==> config.mk <==
export PLATFORM = sky130hd
export DESIGN_NAME = systolic_2x2_feeder
export DESIGN_NICKNAME = d
export VERILOG_FILES = /design/src/rtl/matmul_pkg.sv /design/src/rtl/systolic_2x2_feeder.sv
export SDC_FILE = /design/constraint.sdc
export NUM_CORES = 1
export LEC_CHECK = 0
export ABC_AREA = 1
export CAP_MARGIN = 20
export CORE_MARGIN = 2
export CORE_UTILIZATION = 30
export CTS_CLUSTER_SIZE = 30
export DETAILED_ROUTE_END_ITERATION = 6
export SYNTH_ARGS = -nofsm -noshare
export SYNTH_HDL_FRONTEND = slang
export SYNTH_SLANG_ARGS = --single-unit
==> constraint.sdc <==
create_clock -name clk -period 1.7 [get_ports clk]
set_clock_uncertainty 0.05 [all_clocks]
set_input_delay 0.17 -clock clk [delete_from_list [all_inputs] [get_ports clk]]
set_output_delay 0.17 -clock clk [all_outputs]
set_load 0.02 [all_outputs]
==> src/rtl/matmul_pkg.sv <==
// rtl/matmul_pkg.sv - shared types and constants for the 2x2 systolic feeder
package matmul_pkg;

  localparam int DEFAULT_DATA_W = 32;

  // A 2x2 product needs three skewed beats to push every operand into the array.
  localparam int SKEW_BEATS = 3;

  typedef enum logic [1:0] {
    ST_IDLE,
    ST_FEED,
    ST_DRAIN,
    ST_DONE
  } state_t;

endpackage

==> src/rtl/systolic_2x2_feeder.sv <==
// rtl/systolic_2x2_feeder.sv - captures a 2x2 matrix pair and streams it skewed into a systolic array
module systolic_2x2_feeder
  import matmul_pkg::*;
#(
  parameter int DATA_W       = DEFAULT_DATA_W,
  parameter int DRAIN_CYCLES = 3
) (
  input  logic              clk,
  input  logic              rst,
  input  logic              in_valid,
  output logic              in_ready,
  input  logic [DATA_W-1:0] a00,
  input  logic [DATA_W-1:0] a01,
  input  logic [DATA_W-1:0] a10,
  input  logic [DATA_W-1:0] a11,
  input  logic [DATA_W-1:0] b00,
  input  logic [DATA_W-1:0] b01,
  input  logic [DATA_W-1:0] b10,
  input  logic [DATA_W-1:0] b11,
  output logic [DATA_W-1:0] mat1_row0,
  output logic [DATA_W-1:0] mat1_row1,
  output logic [DATA_W-1:0] mat2_col0,
  output logic [DATA_W-1:0] mat2_col1,
  output logic              load_out,
  output logic              busy,
  output logic              done
);

  localparam int DRAIN_W = (DRAIN_CYCLES > 1) ? $clog2(DRAIN_CYCLES) : 1;
  localparam logic [DRAIN_W-1:0] DRAIN_LAST =
    DRAIN_W'((DRAIN_CYCLES > 0) ? DRAIN_CYCLES - 1 : 0);
  localparam logic [1:0] BEAT_LAST = 2'(SKEW_BEATS - 1);
  localparam logic [DATA_W-1:0] ZERO = '0;

  typedef logic [SKEW_BEATS-1:0][DATA_W-1:0] lane_t;

  state_t             state, state_next;
  logic [1:0]         beat, beat_next;
  logic [DRAIN_W-1:0] drain, drain_next;
  logic               take;

  // The operand registers are the skew shift registers themselves: element [0]
  // drives the lane, and zeros shift in behind the last real operand.
  lane_t row0_sr, row1_sr, col0_sr, col1_sr;

  assign take = (state == ST_IDLE) && in_valid;

  always_ff @(posedge clk or negedge rst) begin
    if (!rst) begin
      state <= ST_IDLE;
      beat  <= '0;
      drain <= '0;
    end else begin
      state <= state_next;
      beat  <= beat_next;
      drain <= drain_next;
    end
  end

  always_comb begin
    state_next = state;
    beat_next  = beat;
    drain_next = drain;
    case (state)
      ST_IDLE: begin
        if (in_valid) begin
          state_next = ST_FEED;
          beat_next  = '0;
        end
      end
      ST_FEED: begin
        if (beat == BEAT_LAST) begin
          beat_next  = '0;
          drain_next = '0;
          state_next = (DRAIN_CYCLES == 0) ? ST_DONE : ST_DRAIN;
        end else begin
          beat_next = beat + 2'd1;
        end
      end
      ST_DRAIN: begin
        if (drain == DRAIN_LAST) begin
          drain_next = '0;
          state_next = ST_DONE;
        end else begin
          drain_next = drain + DRAIN_W'(1);
        end
      end
      ST_DONE: begin
        state_next = ST_IDLE;
      end
      default: begin
        state_next = ST_IDLE;
      end
    endcase
  end

  // Beat 0 is loaded straight from the inputs so it is visible right after the transfer edge.
  always_ff @(posedge clk or negedge rst) begin
    if (!rst) begin
      row0_sr <= '0;
      row1_sr <= '0;
      col0_sr <= '0;
      col1_sr <= '0;
    end else if (take) begin
      row0_sr <= {ZERO, a01, a00};
      row1_sr <= {a11, a10, ZERO};
      col0_sr <= {ZERO, b10, b00};
      col1_sr <= {b11, b01, ZERO};
    end else if (state != ST_IDLE) begin
      row0_sr <= {ZERO, row0_sr[SKEW_BEATS-1:1]};
      row1_sr <= {ZERO, row1_sr[SKEW_BEATS-1:1]};
      col0_sr <= {ZERO, col0_sr[SKEW_BEATS-1:1]};
      col1_sr <= {ZERO, col1_sr[SKEW_BEATS-1:1]};
    end
  end

  assign mat1_row0 = row0_sr[0];
  assign mat1_row1 = row1_sr[0];
  assign mat2_col0 = col0_sr[0];
  assign mat2_col1 = col1_sr[0];

  assign in_ready = (state == ST_IDLE);
  assign busy     = (state != ST_IDLE);
  assign load_out = (state == ST_FEED) || (state == ST_DRAIN);
  assign done     = (state == ST_DONE);

endmodule

==> results.tsv <==
metric	value	unit
status	finished with violations	
violations	DRC	
drt_wl_total	41400	µm
gr-usage-met1	22.4	%
detail-route-antenna-nets	0	
p_leak	0.00871	µW
path_clk_slew	0.06	ns
startpoint_type	flip-flop	
avgSynthCellArea	9.72	µm²
post-route-period-util	95.6	%
vias	10700	
mostFrequentLayoutCell	nand2_1	
synth_cell_types	20	
grt_remaining_overflow	0	
worstPathRequired	2.07	ns
ir_worst_vdd	912	µV
worstHoldPathType	in2async	
clock_latency	0.54	ns
rows	79	
cap_viol_max_count	0	
synth_nets	1707	
cts_tree	built	
r2r_cells	8	
met2_usage	26.4	%
drt_pre_antenna_iters	7	
port_buffers	390	
crit_path_end_kind	flip-flop	
start_util	30.3	%
rsz0062_at_grt	yes	
arrival	2.00	ns
wl_per_cell	17.6	µm
synthesis.area	14000	µm²
grt_pass1_vias	11200	
drc	2	
area_growth	36.5	%
tightest_slew	0.442	ns
maxSlewViolCount	0	
syn-instance-count	1443	
fmax	0.615	GHz
final_cell_mix	nand2_1, dfrtp_1, clkdlybuf4s50_1, inv_1, o21ai_0	
die-width	220	µm
max-clock-path-buffers	3	
top_usage_layer	met2	
grt_usage	16.9	%
grt_first_pass_wirelength	63600	µm
max_slew_margin	70.7	%
synth_seq_cells	326	
finalSetupViolations	0	
drt_iter0_markers	617	
r2r-end	row0_sr[46]	
grt.met3_usage	4.91	%
yosys_warnings	0	
cts_root_buffer	clkbuf_16	
drive_gt1_share	7.72	%
final.setup.tns	0	ns
vias_per_cell	4.54	
cp_max_fo	23	
nets	1989	
grt_max_degree	73	
die_area	48500	µm²
num_io_pins	391	
ys_seq_area_share	58.2	%
finalHoldViolCount	0	
fp.dieH	220	µm
gp_congestion	0.810	
antenna_found_initial	3	
numCtsBuffers	38	
r2r-start	state[1]	
dp_hpwl	28300	µm
cts_sinks	326	
whs	0.0818	ns
critical_path_class	reg2reg	
r2r_slack	0.07	ns
fin_crit	1.63	ns
core-area	46400	µm²
power_density	1620	nW/µm²
htreeDepth	2	
## per-stage QoR
step / power, µW / cells / worst slack (ns) / utilization, % / cell area [µm²]
5_1_grt: 33100 / 2357 / -0.00983 / 41.3 / 19100
4_1_cts: 31200 / 2350 / -0.162 / 41.0 / 19000
3_5_place_dp: 23600 / 2280 / -0.0393 / 38.5 / 17800
2_1_floorplan: 19500 / 1443 / 0.0403 / - / 14000
3_3_place_gp: 23300 / 2280 / -0.0518 / 38.5 / 17800
6_report: 31000 / 2357 / 0.0741 / 41.3 / 19100
## worst max-delay path by stage
stage             start     endpoint  slack, ns
6_report       state[1]  row0_sr[46]       0.07
3_5_place_dp   in_valid  row1_sr[63]      -0.04
4_1_cts        state[1]     in_ready      -0.16
5_1_grt        state[1]  col1_sr[83]      -0.01
3_3_place_gp   in_valid  row1_sr[63]      -0.05
2_1_floorplan  state[0]  col1_sr[32]       0.04
## repair_timing
action / in CTS / in global routing
setup buffers: 2 / 4
hold buffers: 1 / 0
pin swaps: 1 / 0
gates resized for setup: 153 / 24
endpoints found under the setup margin: 164 / 254
cloned: 4 / 1
endpoints found under the hold margin: 289 / 0
## layout make-up
| cell class | instances | area (µm²) |
|---|---|---|
| Tap cell | 607 | 759 |
| Clock buffer | 52 | 1060 |
| Inverter | 167 | 651 |
| Timing Repair Buffer | 453 | 4600 |
| Antenna cell | 2 | 5.00 |
| Timing Repair inverter | 1 | 8.76 |
| Fill cell | 4541 | 27200 |
| Sequential cell | 326 | 8160 |
| Clock inverter | 11 | 133 |
| Multi-Input combinational cell | 738 | 3770 |
## cells by family (layout without fill, tap and decap cells)
group	count (synthesis)	in the layout	synth area share (%)
and+or+nand+nor	416	416	11.4
buffers and inverters	379	684	15.3
DFF	326	326	58.2
AOI/OAI and AO/OA	317	317	14.7
adders and majority gates	5	5	0.446
other	0	2	0
## critical path, cell delays in order (launching register included)
cell     delay (ns)
dfrtp_1        0.36
inv_2          0.06
ha_4           0.18
buf_12         0.15
nand2_8        0.12
inv_16         0.07
buf_4          0.15
buf_16         0.16
a22o_1         0.22
## registers in the layout, summed over array words and instances, names as in the netlist
register and cells:
col0_sr 32, col1_sr 64, mat1_row0 32, row1_sr 64, state 2, row0_sr 32, mat1_row1 32, mat2_col1 32
beat 2, mat2_col0 32, drain 2
## where the power goes
group / leakage (µW) / switching, µW / internal, µW
Sequential: 0.00435 / 1150 / 10400
Clock: 0.000581 / 3200 / 4680
Combinational: 0.00378 / 7070 / 4570
Total: 0.00871 / 11400 / 19600
## metal layers
metal  part of all wire, %  vias to the layer above
met5                 0.031                        -
met4                   3.0                        2
met3                   8.3                       56
met2                    46                      345
met1                    43                     5172
li1                      -                     5125
## synthesized netlist by cell type (all sizes together)
master	number	area, µm²
a22o	36	315
buf	194	1450
clkbuf	18	67.6
dfrtp	326	8160
ha	5	62.6
inv	167	627
nand2	398	1500
nand3	13	65.1
nand4	2	12.5
nor3	2	10.0
o211ai	82	616
o21ai	162	811
o221ai	37	324
or2	1	6.26
Power figures use the tool's default switching activity.
